==> config.mk <==
export PLATFORM = sky130hd
export DESIGN_NAME = pipe_stage_latch
export DESIGN_NICKNAME = d
export VERILOG_FILES = /design/src/rtl/pipe_stage_latch.sv
export SDC_FILE = /design/constraint.sdc
export NUM_CORES = 1
export LEC_CHECK = 0
export BUFFER_PORTS_ARGS = -buffer_cell sky130_fd_sc_hd__buf_2
export CAP_MARGIN = 20
export CELL_PAD_IN_SITES_DETAIL_PLACEMENT = 0
export CELL_PAD_IN_SITES_GLOBAL_PLACEMENT = 1
export CORE_MARGIN = 2
export CORE_UTILIZATION = 43
export CTS_CLUSTER_DIAMETER = 80
export DETAILED_ROUTE_END_ITERATION = 10
export HOLD_SLACK_MARGIN = 0.08
export PLACE_DENSITY = 0.82
export SLEW_MARGIN = 40
export SYNTH_ARGS = -nofsm -noshare
export SYNTH_HDL_FRONTEND = slang
export SYNTH_SLANG_ARGS = --single-unit
==> constraint.sdc <==
create_clock -name CLK -period 7.4 [get_ports CLK]
set_clock_uncertainty 0.2 [all_clocks]
set_input_delay 1.85 -clock CLK [delete_from_list [all_inputs] [get_ports CLK]]
set_output_delay 1.85 -clock CLK [all_outputs]
set_load 0.005 [all_outputs]
==> src/rtl/pipe_stage_latch.sv <==
// Elastic inter-stage pipeline latch: one data payload plus a control bundle
// carried between two stages over a valid/ready handshake. It supports a
// synchronous flush, zeroes control on bubbles, and can add a 2-entry skid
// buffer. A saturating stall counter is included for performance debug.
//
// Handshake: a beat moves on a rising edge when valid and ready are both high
// on that side (accept = in_valid & in_ready, emit = out_valid & out_ready).
// A valid beat that is not taken is not the latch's concern; upstream must
// hold it. in_ready never depends on in_valid. With SKID=1, in_ready is a pure
// register output (!skid_valid) with no path from out_ready.
module pipe_stage_latch #(
  parameter int DATA_W = 64,
  parameter int CTRL_W = 16,
  parameter int SKID   = 1,
  parameter int CNT_W  = 16
) (
  input  logic              CLK,
  input  logic              nRST,
  input  logic              flush,
  input  logic              in_valid,
  output logic              in_ready,
  input  logic [DATA_W-1:0] in_data,
  input  logic [CTRL_W-1:0] in_ctrl,
  output logic              out_valid,
  input  logic              out_ready,
  output logic [DATA_W-1:0] out_data,
  output logic [CTRL_W-1:0] out_ctrl,
  output logic [1:0]        occupancy,
  output logic [CNT_W-1:0]  stall_cnt
);

  // HEAD drives the outputs; SKID holds a second beat while HEAD is stalled.
  logic              head_valid, head_valid_nxt;
  logic [DATA_W-1:0] head_data,  head_data_nxt;
  logic [CTRL_W-1:0] head_ctrl,  head_ctrl_nxt;
  logic              skid_valid, skid_valid_nxt;
  logic [DATA_W-1:0] skid_data,  skid_data_nxt;
  logic [CTRL_W-1:0] skid_ctrl,  skid_ctrl_nxt;
  logic [CNT_W-1:0]  stall_nxt;
  logic              accept, emit;

  // Without a skid entry, HEAD can only refill when it is empty or draining.
  assign in_ready  = (SKID != 0) ? !skid_valid : (!head_valid | out_ready);
  assign accept    = in_valid & in_ready;
  assign emit      = head_valid & out_ready;

  assign out_valid = head_valid;
  assign out_data  = head_data;
  assign out_ctrl  = head_ctrl;
  assign occupancy = {1'b0, head_valid} + {1'b0, skid_valid};

  // Entry update: flush first, then move beats in strict FIFO order.
  always_comb begin
    head_valid_nxt = head_valid;
    head_data_nxt  = head_data;
    head_ctrl_nxt  = head_ctrl;
    skid_valid_nxt = skid_valid;
    skid_data_nxt  = skid_data;
    skid_ctrl_nxt  = skid_ctrl;
    if (flush) begin
      head_valid_nxt = 1'b0;
      head_data_nxt  = '0;
      head_ctrl_nxt  = '0;
      skid_valid_nxt = 1'b0;
      skid_data_nxt  = '0;
      skid_ctrl_nxt  = '0;
    end else if (skid_valid) begin
      // in_ready is low here, so only the SKID-to-HEAD move can happen.
      if (emit) begin
        head_data_nxt  = skid_data;
        head_ctrl_nxt  = skid_ctrl;
        skid_valid_nxt = 1'b0;
        skid_data_nxt  = '0;
        skid_ctrl_nxt  = '0;
      end
    end else if (!head_valid) begin
      if (accept) begin
        head_valid_nxt = 1'b1;
        head_data_nxt  = in_data;
        head_ctrl_nxt  = in_ctrl;
      end
    end else if (emit) begin
      if (accept) begin
        head_data_nxt = in_data;
        head_ctrl_nxt = in_ctrl;
      end else begin
        // Bubble: control goes inert, data is left stable.
        head_valid_nxt = 1'b0;
        head_ctrl_nxt  = '0;
      end
    end else if (accept && (SKID != 0)) begin
      skid_valid_nxt = 1'b1;
      skid_data_nxt  = in_data;
      skid_ctrl_nxt  = in_ctrl;
    end
  end

  // Stall counter: a held beat refused downstream, saturating, kept on flush.
  always_comb begin
    stall_nxt = stall_cnt;
    if (!flush && head_valid && !out_ready && (stall_cnt != {CNT_W{1'b1}}))
      stall_nxt = stall_cnt + CNT_W'(1);
  end

  // State registers with synchronous active-low reset.
  always_ff @(posedge CLK) begin
    if (!nRST) begin
      head_valid <= 1'b0;
      head_data  <= '0;
      head_ctrl  <= '0;
      skid_valid <= 1'b0;
      skid_data  <= '0;
      skid_ctrl  <= '0;
      stall_cnt  <= '0;
    end else begin
      head_valid <= head_valid_nxt;
      head_data  <= head_data_nxt;
      head_ctrl  <= head_ctrl_nxt;
      skid_valid <= skid_valid_nxt;
      skid_data  <= skid_data_nxt;
      skid_ctrl  <= skid_ctrl_nxt;
      stall_cnt  <= stall_nxt;
    end
  end

endmodule
### After elaboration in Yosys (flattened, before gate mapping)

Index checks and enable logic that the tools add are counted.

* reduce and logical (&&, ||, !) cells: 13
* equality and inequality tests: 4
* add/subtract/negate cells: 2
* muxes and demuxes: 27
* bitwise gates (word level): 3

Operators with widths (count)
* two-way mux 64 bit: 10
* two-way mux 16 bit: 10
* adder 16 x 1 -> 16 bit (second input constant): 1
* != test 16 bit (second input constant): 1
* two-way mux 1 bit: 7
* != test 2 x 1 -> 1 bit (second input constant): 2
* AND reduction 4 bit: 1
* nonzero test 2 bit: 2
* logical AND 1 bit: 3
* logical NOT 1 bit: 3
* AND reduction 3 bit: 1
* nonzero test 3 bit: 1
* adder 1 x 1 -> 2 bit: 1
* AND 1 bit: 2
* != test 2 bit (second input constant): 1
* AND reduction 2 bit: 1
* OR reduction 2 bit: 1
* NOT 1 bit: 1

* bits in registers: 178
* word-level logic and storage cells: 56

### Depth between registers and ports, before layout

Gate-level depths: netlist of run 1.

* word-level depth: 6
* mapped depth: 9
* gate-level depth less buffers: 6

### Worst setup path after synthesis of run 1

No wires, ideal clock.

* path type: input -> register
* start: input port nRST
* end: register skid_ctrl[0]
* stages on the path: 6
* required time: 7.072 ns
* arrival: 2.959 ns
* path buffers: 4
* setup slack: 4.114 ns
* cells stage by stage: clkbuf_1 nand2b_1 clkbuf_1 clkbuf_1 clkbuf_1 nor2_1

* cells in the longest elaborated chain, start to end: 2

RTL lines
* start: declaration: line 18 `input logic nRST,`
* NOT 1 bit (no source line)
* OR reduction 2 bit (no source line)
* end signal: assignment: line 121 `skid_ctrl <= skid_ctrl_nxt;`
* end: declaration: line 38 `logic [CTRL_W-1:0] skid_ctrl, skid_ctrl_nxt;`

Every way passes these cells.
A chain may end at the register's enable or synchronous reset.

### Final worst setup path of run 1

* start: register skid_valid
* end: output port in_ready

* cells in the longest elaborated chain, start to end: 1

RTL lines
* start: declaration: line 36 `logic skid_valid, skid_valid_nxt;`
* start signal: assignment: line 119 `skid_valid <= skid_valid_nxt;`
* logical NOT 1 bit: line 43 `assign in_ready = (SKID != 0) ? !skid_valid : (!head_valid | out_ready);`
* end: declaration: line 21 `output logic in_ready,`

Every way passes these cells.

==> impl_metrics.json, run 1 <==
{
  "run_status": "finished clean",
  "cell_with_the_most_instances_after_synthesis": "sky130_fd_sc_hd__dfxtp_1",
  "cts_root_buffer": "sky130_fd_sc_hd__clkbuf_16",
  "slowest_stage": "sky130_fd_sc_hd__buf_4",
  "grt.total_usage": 0.204,
  "wire_length_of_the_first_global_routing_pass_um": 30200,
  "top_level_ports": 185,
  "initial_utilization": 0.436,
  "critPathMaxFanout": 66,
  "clock_tree.htree_level_count": 4,
  "synth_area_per_cell_sq_um": 8.94,
  "final_layout_size_suffix_gt1_frac": 0.243,
  "cts_setup_buffers": 0,
  "cts-root-to-sink-buffers": 2,
  "postSynthCellCount": 838,
  "clock_insertion_delay_worst_skew_ns": 0.42,
  "placed_area_sq_um": 8490,
  "setup_viol_count_final": 0,
  "global_route.peak_usage_layer": "met2",
  "measured_slew_at_the_worst_slew_check_pin_ns": 0.836,
  "detail_route.vias_per_cell": 5.47,
  "final.setup.tns_ns": 0,
  "worst_hold_path_type": "reg -> reg",
  "min_period_over_period": 0.536,
  "finalWirelength_um": 19000,
  "first_global_vias": 5927,
  "globalRouteMet2Util": 0.322,
  "synth.lib_cells_used.distinct": 46,
  "antenna_cells_inserted": 0,
  "crit_path_max_cell_delay_ns": 0.59,
  "ys_dominant_reg_cell": "sky130_fd_sc_hd__dfxtp_1",
  "globalRouteMet1Util": 0.275,
  "max_cap_violations": 0,
  "total_switching_power_mw": 0.487,
  "use_met3": 0.0466,
  "total_number_of_vias": 6608,
  "total_global_routing_overflow": 0,
  "postCtsResizedCells": 0,
  "post-place-cells": 1176,
  "share_of_yosys_cell_area_claimed_by_the_top_area_cell_type": 0.476,
  "fraction_of_synthesis_flops_using_an_asynchronous_set_or_reset_pin": 0,
  "rows": 48,
  "die_extent_in_y_um": 136,
  "synthesis.yosys.warnings": 0,
  "crit_arrival_ns": 1.92,
  "cts_made_buffers": 17,
  "floorplan.die.width_um": 136,
  "hold_viol_final": 0,
  "cts_tree": "done",
  "worst-endpoint-required_ns": 5.35,
  "rsz0062_at_grt": "no",
  "fp.dieArea_sq_um": 18500,
  "combined_area_of_all_synthesized_cells_sq_um": 7490,
  "cp_cell_sequence": "inv_2 -> buf_4 -> buf_2",
  "fmaxAchievable_mhz": 252,
  "swShare": 0.231,
  "layout-area-overhead-vs-synth_pct": 21.7,
  "drt_iter0_drc": 535,
  "p_seq_frac": 0.473,
  "synth_top_cell_by_area": "sky130_fd_sc_hd__dfxtp_1",
  "vdd.ir_drop.worst_mv": 0.167,
  "ys_seq_elements": 178,
  "part_of_the_power_in_the_clock_network": 0.443,
  "synth-edff-count": 0,
  "ys_seq_area_frac": 0.476,
  "worstSetupEndpointType": "output pin",
  "final_period_minus_worst_setup_slack_ns": 3.97,
  "grt_antenna_before_repair": 1,
  "post-route-drc-count": 0,
  "power.leakage_nw": 3.60,
  "buffer_ports.inserted": 184,
  "syn_nets": 926,
  "total_power_mw": 2.10,
  "final_area_sq_um": 9110,
  "cts_sinks": 178,
  "finalNetCount": 1058,
  "timing_worst_setup_path_type": "reg -> out",
  "slew_headroom": 0.443,
  "wl_per_cell_um": 15.7,
  "p_comb_frac": 0.083,
  "maximum_number_of_pins_on_one_net_before_global_route_repair": 80,
  "post-dp-hpwl_um": 11800,
  "timing.critical_path.from_type": "flip-flop",
  "yosys-top-cells-area": "sky130_fd_sc_hd__dfxtp_1 48%, sky130_fd_sc_hd__mux2i_1 11%, sky130_fd_sc_hd__a211oi_1 8.2%, sky130_fd_sc_hd__nand4_1 5.4%, sky130_fd_sc_hd__nor2_1 5.1%",
  "internal-power_mw": 1.62,
  "path_clk_slew_ns": 0.07,
  "route.antenna.remaining_nets": 0,
  "ranking_of_synthesized_cells_by_instance_count": "178 x sky130_fd_sc_hd__dfxtp_1, 102 x sky130_fd_sc_hd__nor2_1, 82 x sky130_fd_sc_hd__a211oi_1, 82 x sky130_fd_sc_hd__mux2i_1, 77 x sky130_fd_sc_hd__nand2_1",
  "core_sq_um": 17200,
  "hold_buffers": 0,
  "power.density_cell_area_nw_per_um2": 231,
  "report.final.slew_viol_count": 0,
  "final_cell_count_no_fill": 1208,
  "drt_pass_1_iters": 7,
  "gp_congestion": 0.826
}
## power groups by stage
stage,Sequential [mW],Combinational [mW],Clock [mW]
after floorplan,1.02,0.102,0
after detailed placement,1.02,0.176,0
after CTS,0.996,0.177,0.954
final,0.996,0.176,0.933
after global routing,0.998,0.197,0.989
after global placement,1.02,0.175,0
## cells by family (layout without fill, tap and decap cells)
group,after synthesis,in the layout,share of synthesized area
DFF,178,178,0.476
muxes,82,82,0.110
adders and majority gates,3,3,0.00501
AOI/OAI and AO/OA,193,193,0.170
and+or+nand+nor,295,295,0.192
buffers and inverters,87,232,0.0479
## registers in the layout, indices dropped and copies added (netlist names)
name	cells
out_ctrl	16
out_valid	1
skid_data	64
skid_valid	1
out_data	64
stall_cnt	16
skid_ctrl	16
## final timing paths
check / slack, ns / end / from / cells past startpoint
setup / recovery: 3.43 / in_ready / skid_valid / 3
hold / removal: 0.25 / skid_data[44] / skid_data[44] / 2
hold reg to reg: 0.25 / skid_data[44] / skid_data[44] / 2
setup reg to reg: 4.67 / skid_ctrl[11] / skid_valid / 5
## metal layers
metal / share of wire / up-vias
met2: 0.45 / 183
met5: 0 / -
met3: 0.056 / 27
met1: 0.47 / 3086
met4: 0.019 / 0
li1: - / 3312
## final cells by class
cell class / count / area, sq um
sequential: 178 / 3570
fill: 1679 / 8070
timing repair buffer: 194 / 1010
multi-input combinational: 573 / 3610
clock inverter: 9 / 128
inverter: 6 / 22.5
clock buffer: 23 / 488
tap: 225 / 282
## critical path: cells and delay by family (launching register included)
kind | cells | cell delay, ns
flip-flops | 1 | 0.51
buffers and inverters | 3 | 0.95
## placed cells by master (no fill, tap or decap), types with 2 or more instances in the layout
master / instances
sky130_fd_sc_hd__a22oi_1: 16
sky130_fd_sc_hd__bufinv_16: 3
sky130_fd_sc_hd__or4_1: 4
sky130_fd_sc_hd__clkinv_2: 4
sky130_fd_sc_hd__nor2_1: 102
sky130_fd_sc_hd__o21ai_0: 3
sky130_fd_sc_hd__ha_1: 3
sky130_fd_sc_hd__nor2b_1: 17
sky130_fd_sc_hd__a211oi_1: 82
sky130_fd_sc_hd__nand4_1: 65
sky130_fd_sc_hd__o31ai_1: 3
sky130_fd_sc_hd__clkbuf_16: 17
sky130_fd_sc_hd__and2_1: 3
sky130_fd_sc_hd__nand2b_1: 3
sky130_fd_sc_hd__o41ai_1: 3
sky130_fd_sc_hd__mux2i_1: 82
sky130_fd_sc_hd__nor3_1: 6
sky130_fd_sc_hd__clkinv_4: 2
sky130_fd_sc_hd__buf_2: 184
sky130_fd_sc_hd__clkbuf_1: 2
sky130_fd_sc_hd__nand3_1: 3
sky130_fd_sc_hd__dfxtp_1: 176
sky130_fd_sc_hd__a21oi_1: 75
sky130_fd_sc_hd__clkbuf_8: 4
sky130_fd_sc_hd__buf_4: 8
sky130_fd_sc_hd__nand2_1: 77
sky130_fd_sc_hd__nor4_1: 2
sky130_fd_sc_hd__inv_1: 5
## per-stage QoR
| step | setup WS (ns) | hold slack (ns) | util |
|---|---|---|---|
| floorplan | 4.11 | 0.236 | - |
| global placement | 3.26 | 0.241 | 0.493 |
| detailed placement | 3.26 | 0.246 | 0.494 |
| CTS | 3.42 | 0.255 | 0.530 |
| global route | 3.34 | 0.271 | 0.530 |
| finish | 3.43 | 0.253 | 0.530 |
Power figures use the tool's default switching activity.
==> run 2, diff against run 1 <==
--- a/config.mk
+++ b/config.mk
@@ -10,11 +10,11 @@
 export CELL_PAD_IN_SITES_DETAIL_PLACEMENT = 0
 export CELL_PAD_IN_SITES_GLOBAL_PLACEMENT = 1
 export CORE_MARGIN = 2
-export CORE_UTILIZATION = 43
+export CORE_UTILIZATION = 40
 export CTS_CLUSTER_DIAMETER = 80
 export DETAILED_ROUTE_END_ITERATION = 10
 export HOLD_SLACK_MARGIN = 0.08
-export PLACE_DENSITY = 0.82
+export PLACE_DENSITY = 0.77
 export SLEW_MARGIN = 40
 export SYNTH_ARGS = -nofsm -noshare
 export SYNTH_HDL_FRONTEND = slang
==> constraint.sdc (replaced) <==
create_clock -name CLK -period 3.7 [get_ports CLK]
set_clock_uncertainty 0.2 [all_clocks]
set_input_delay 0.925 -clock CLK [delete_from_list [all_inputs] [get_ports CLK]]
set_output_delay 0.925 -clock CLK [all_outputs]
set_load 0.005 [all_outputs]
==> impl_metrics.json, run 2 (same netlist as run 1, synthesis figures left out) <==
{
  "clock_tree.htree_level_count": 4,
  "cts_sinks": 178,
  "layout-area-overhead-vs-synth_pct": 21.7,
  "initial_utilization": 0.404,
  "power.leakage_nw": 3.57,
  "drt_pass_1_iters": 4,
  "total_power_mw": 4.10,
  "rows": 50,
  "setup.worst_path.start": "skid_valid",
  "slew_headroom": 0.464,
  "worst_hold_path_type": "reg -> reg",
  "maximum_number_of_pins_on_one_net_before_global_route_repair": 93,
  "cts_tree": "done",
  "worst-endpoint-required_ns": 2.57,
  "timing_worst_setup_path_type": "reg -> out",
  "fmaxAchievable_mhz": 328,
  "final_util": 0.492,
  "wire_length_of_the_first_global_routing_pass_um": 31300,
  "worstSetupEndpointType": "output pin",
  "hold_viol_final": 0,
  "fillCellCount": 1797,
  "vdd.ir_drop.worst_mv": 0.335,
  "postCtsResizedCells": 0,
  "crit_arrival_ns": 1.92,
  "top_level_ports": 185,
  "placed_area_sq_um": 8530,
  "cts_setup_buffers": 0,
  "final_critical_path_setup_slack_ns": 0.654,
  "first_global_vias": 6032,
  "floorplan.die.width_um": 141,
  "dpl_worst_slack_ns": 1.00,
  "clock_insertion_delay_worst_skew_ns": 0.42,
  "layout.cells.most_common": "sky130_fd_sc_hd__buf_2",
  "grt.total_usage": 0.193,
  "power.density_cell_area_nw_per_um2": 450,
  "wl_per_cell_um": 16.2,
  "final_layout_size_suffix_gt1_frac": 0.247,
  "hold_buffers": 0,
  "run_status": "finished clean",
  "finalNetCount": 1061,
  "total_global_routing_overflow": 0,
  "setup_viol_count_final": 0,
  "grt_antenna_before_repair": 4,
  "route.antenna.remaining_nets": 0,
  "critPathMaxFanout": 55,
  "fp.dieArea_sq_um": 19800,
  "measured_slew_at_the_worst_slew_check_pin_ns": 0.797,
  "finalWirelength_um": 19800,
  "min_period_over_period": 0.823,
  "setup.reg_to_reg.worst_slack_ns": 1.08,
  "post-dp-hpwl_um": 12200,
  "max_cap_violations": 0,
  "final.setup.tns_ns": 0,
  "detail_route.vias_per_cell": 5.39,
  "final_cell_count_no_fill": 1220,
  "post-place-cells": 1188,
  "holdWs_ns": 0.253,
  "setup.worst_path.end": "in_ready",
  "die_extent_in_y_um": 141,
  "final_period_minus_worst_setup_slack_ns": 3.05,
  "drt_iter0_drc": 384,
  "cts_root_buffer": "sky130_fd_sc_hd__clkbuf_16",
  "path_clk_slew_ns": 0.07,
  "buffer_ports.inserted": 184,
  "rr_worst_depth": 7,
  "cts_made_buffers": 17,
  "core_sq_um": 18500,
  "final_area_sq_um": 9110,
  "regToRegEndpoint": "out_ctrl[4]",
  "timing.critical_path.from_type": "flip-flop",
  "gp_congestion": 0.756,
  "total_number_of_vias": 6571,
  "rsz0062_at_grt": "no",
  "most_frequent_cells_in_the_layout": "184 x sky130_fd_sc_hd__buf_2, 176 x sky130_fd_sc_hd__dfxtp_1, 102 x sky130_fd_sc_hd__nor2_1, 82 x sky130_fd_sc_hd__mux2i_1, 82 x sky130_fd_sc_hd__a211oi_1",
  "post-route-drc-count": 0,
  "report.final.slew_viol_count": 0,
  "cts-root-to-sink-buffers": 2,
  "reg2reg_from": "skid_valid"
}
==> run 2: cell count changes in the layout (fill, tap and decap cells not counted), sizes merged <==
cell / delta
buf: +3
clkinvlp: +2
inv: +3
clkinv: -2
diode: +1
clkbuf: -1
bufinv: -3
==> run 2: how the worst min path moves through the flow <==
stage	from	end	slack, ns	cells past startpoint
2_1_floorplan	skid_data[0]	skid_data[0]	0.24	2
4_1_cts	skid_data[41]	skid_data[41]	0.26	2
3_3_place_gp	skid_data[23]	skid_data[23]	0.24	2
3_5_place_dp	skid_data[30]	skid_data[30]	0.25	2
5_1_grt	skid_data[63]	skid_data[63]	0.27	2
6_report	skid_data[30]	skid_data[30]	0.25	2
==> run 2: layout make-up <==
cell class	instances	area [sq um]	share of cell area
sequential	178	3570	0.392
timing repair buffer	197	1040	0.114
inverter	6	22.5	0.00247
tap	234	293	0.0321
antenna	1	2.50	0.000275
multi-input combinational	573	3610	0.397
clock inverter	9	68.8	0.00755
clock buffer	22	505	0.0555
==> run 2: layer usage <==
layer | up-vias | global-route usage | wire [um]
met5 | - | 0 | 32
li1 | 3331 | - | -
met3 | 16 | 0.0543 | 1040
met2 | 145 | 0.303 | 9110
met1 | 3073 | 0.264 | 9400
met4 | 6 | 0.0484 | 212
==> run 2: worst max-delay path: stages (launching register included) <==
cell	delay [ns]
sky130_fd_sc_hd__dfxtp_4	0.82
sky130_fd_sc_hd__inv_2	0.14
sky130_fd_sc_hd__buf_4	0.30
sky130_fd_sc_hd__buf_2	0.20
==> run 2: where the power goes <==
part           leakage (nW)  switching (mW)  internal [mW]
sequential             1.45          0.0296           1.96
combinational          1.85           0.215          0.141
clock                 0.281           0.779          0.976
total                  3.57            1.02           3.08
==> run 3, diff against run 2 <==
==> constraint.sdc (replaced) <==
create_clock -name CLK -period 2.9 [get_ports CLK]
set_clock_uncertainty 0.2 [all_clocks]
set_input_delay 0.725 -clock CLK [delete_from_list [all_inputs] [get_ports CLK]]
set_output_delay 0.725 -clock CLK [all_outputs]
set_load 0.005 [all_outputs]
==> impl_metrics.json, run 3 (same netlist as run 1, synthesis figures left out) <==
{
  "finalNetCount": 1063,
  "worst-endpoint-required_ns": 1.98,
  "cts_sinks": 178,
  "rsz0062_at_grt": "no",
  "path_clk_slew_ns": 0.06,
  "grt_antenna_before_repair": 4,
  "core_sq_um": 18500,
  "finalWirelength_um": 19300,
  "power.density_cell_area_nw_per_um2": 564,
  "final.setup.tns_ns": 0,
  "clock_insertion_delay_worst_skew_ns": 0.42,
  "cts_made_buffers": 17,
  "fmaxAchievable_mhz": 404,
  "grt.total_usage": 0.195,
  "power.leakage_nw": 3.59,
  "most_frequent_cells_in_the_layout": "184 x sky130_fd_sc_hd__buf_2, 176 x sky130_fd_sc_hd__dfxtp_1, 102 x sky130_fd_sc_hd__nor2_1, 82 x sky130_fd_sc_hd__mux2i_1, 82 x sky130_fd_sc_hd__a211oi_1",
  "post-dp-hpwl_um": 11900,
  "max_cap_violations": 0,
  "floorplan.die.width_um": 141,
  "cts_root_buffer": "sky130_fd_sc_hd__clkbuf_16",
  "rows": 50,
  "total_number_of_vias": 6615,
  "final_critical_path_setup_slack_ns": 0.427,
  "fp.dieArea_sq_um": 19800,
  "top_level_ports": 185,
  "worst_hold_path_type": "reg -> reg",
  "crit_arrival_ns": 1.55,
  "run_status": "finished clean",
  "total_power_mw": 5.16,
  "cts-root-to-sink-buffers": 2,
  "final_area_sq_um": 9150,
  "fillCellCount": 1811,
  "first_global_vias": 6139,
  "hold_buffers": 0,
  "cts_setup_buffers": 0,
  "timing_worst_setup_path_type": "reg -> out",
  "post-route-drc-count": 0,
  "placed_area_sq_um": 8590,
  "dpl_worst_slack_ns": 0.552,
  "worstSetupEndpointType": "output pin",
  "buffer_ports.inserted": 184,
  "hold_viol_final": 0,
  "gp_congestion": 0.795,
  "route.antenna.remaining_nets": 0,
  "drt_iter0_drc": 422,
  "initial_utilization": 0.404,
  "wl_per_cell_um": 15.8,
  "maximum_number_of_pins_on_one_net_before_global_route_repair": 96,
  "final_layout_size_suffix_gt1_frac": 0.246,
  "layout-area-overhead-vs-synth_pct": 22.1,
  "slew_headroom": 0.445,
  "wire_length_of_the_first_global_routing_pass_um": 31600,
  "critPathMaxFanout": 23,
  "die_extent_in_y_um": 141,
  "clock_tree.htree_level_count": 4,
  "final_period_minus_worst_setup_slack_ns": 2.47,
  "postCtsResizedCells": 0,
  "layout.cells.most_common": "sky130_fd_sc_hd__buf_2",
  "drt_pass_1_iters": 5,
  "cts_tree": "done",
  "setup_viol_count_final": 0,
  "vdd.ir_drop.worst_mv": 0.409,
  "report.final.slew_viol_count": 0,
  "holdWs_ns": 0.252,
  "timing.critical_path.from_type": "flip-flop",
  "min_period_over_period": 0.853,
  "total_global_routing_overflow": 0,
  "measured_slew_at_the_worst_slew_check_pin_ns": 0.826,
  "detail_route.vias_per_cell": 5.41
}
[run 3: final timing paths]
path / startpoint / to / slack, ns / cells after the start
worst max register to register: skid_valid / out_ctrl[4] / 0.62 / 7
worst max-delay path: skid_valid / occupancy[0] / 0.43 / 3
worst min register to register: skid_data[12] / skid_data[12] / 0.25 / 2
worst min-delay path: skid_data[12] / skid_data[12] / 0.25 / 2
[run 3: final cells by class]
class | count | area [sq um] | area share
Clock inverter | 12 | 109 | 0.0119
Inverter | 6 | 22.5 | 0.00246
Clock buffer | 20 | 437 | 0.0477
Sequential cell | 178 | 3570 | 0.390
Timing Repair Buffer | 199 | 1100 | 0.120
Antenna cell | 1 | 2.50 | 0.000274
Tap cell | 234 | 293 | 0.0320
Multi-Input combinational cell | 573 | 3610 | 0.395
[run 3: per-layer routing]
metal | part of all wire | global-route usage
met5 | 0.0018 | 0
met4 | 0.012 | 0.0553
met3 | 0.056 | 0.0520
met2 | 0.45 | 0.300
met1 | 0.48 | 0.271
[run 3: power by group]
group	switching (mW)	internal (mW)
Combinational	0.278	0.187
Clock	0.973	1.19
Sequential	0.0321	2.50
Total	1.28	3.88
[run 3: critical path, cell delays in order, from the launching register on]
cell and delay [ns]:
sky130_fd_sc_hd__dfxtp_4 0.60, sky130_fd_sc_hd__inv_2 0.10, sky130_fd_sc_hd__ha_1 0.28, sky130_fd_sc_hd__buf_2 0.14
[run 3: per-stage QoR]
step	instances	utilization
after detailed placement	1190	0.464
after CTS	1222	0.494
after global routing	1222	0.494
final	1223	0.494
after floorplan	838	-
after global placement	1190	0.464
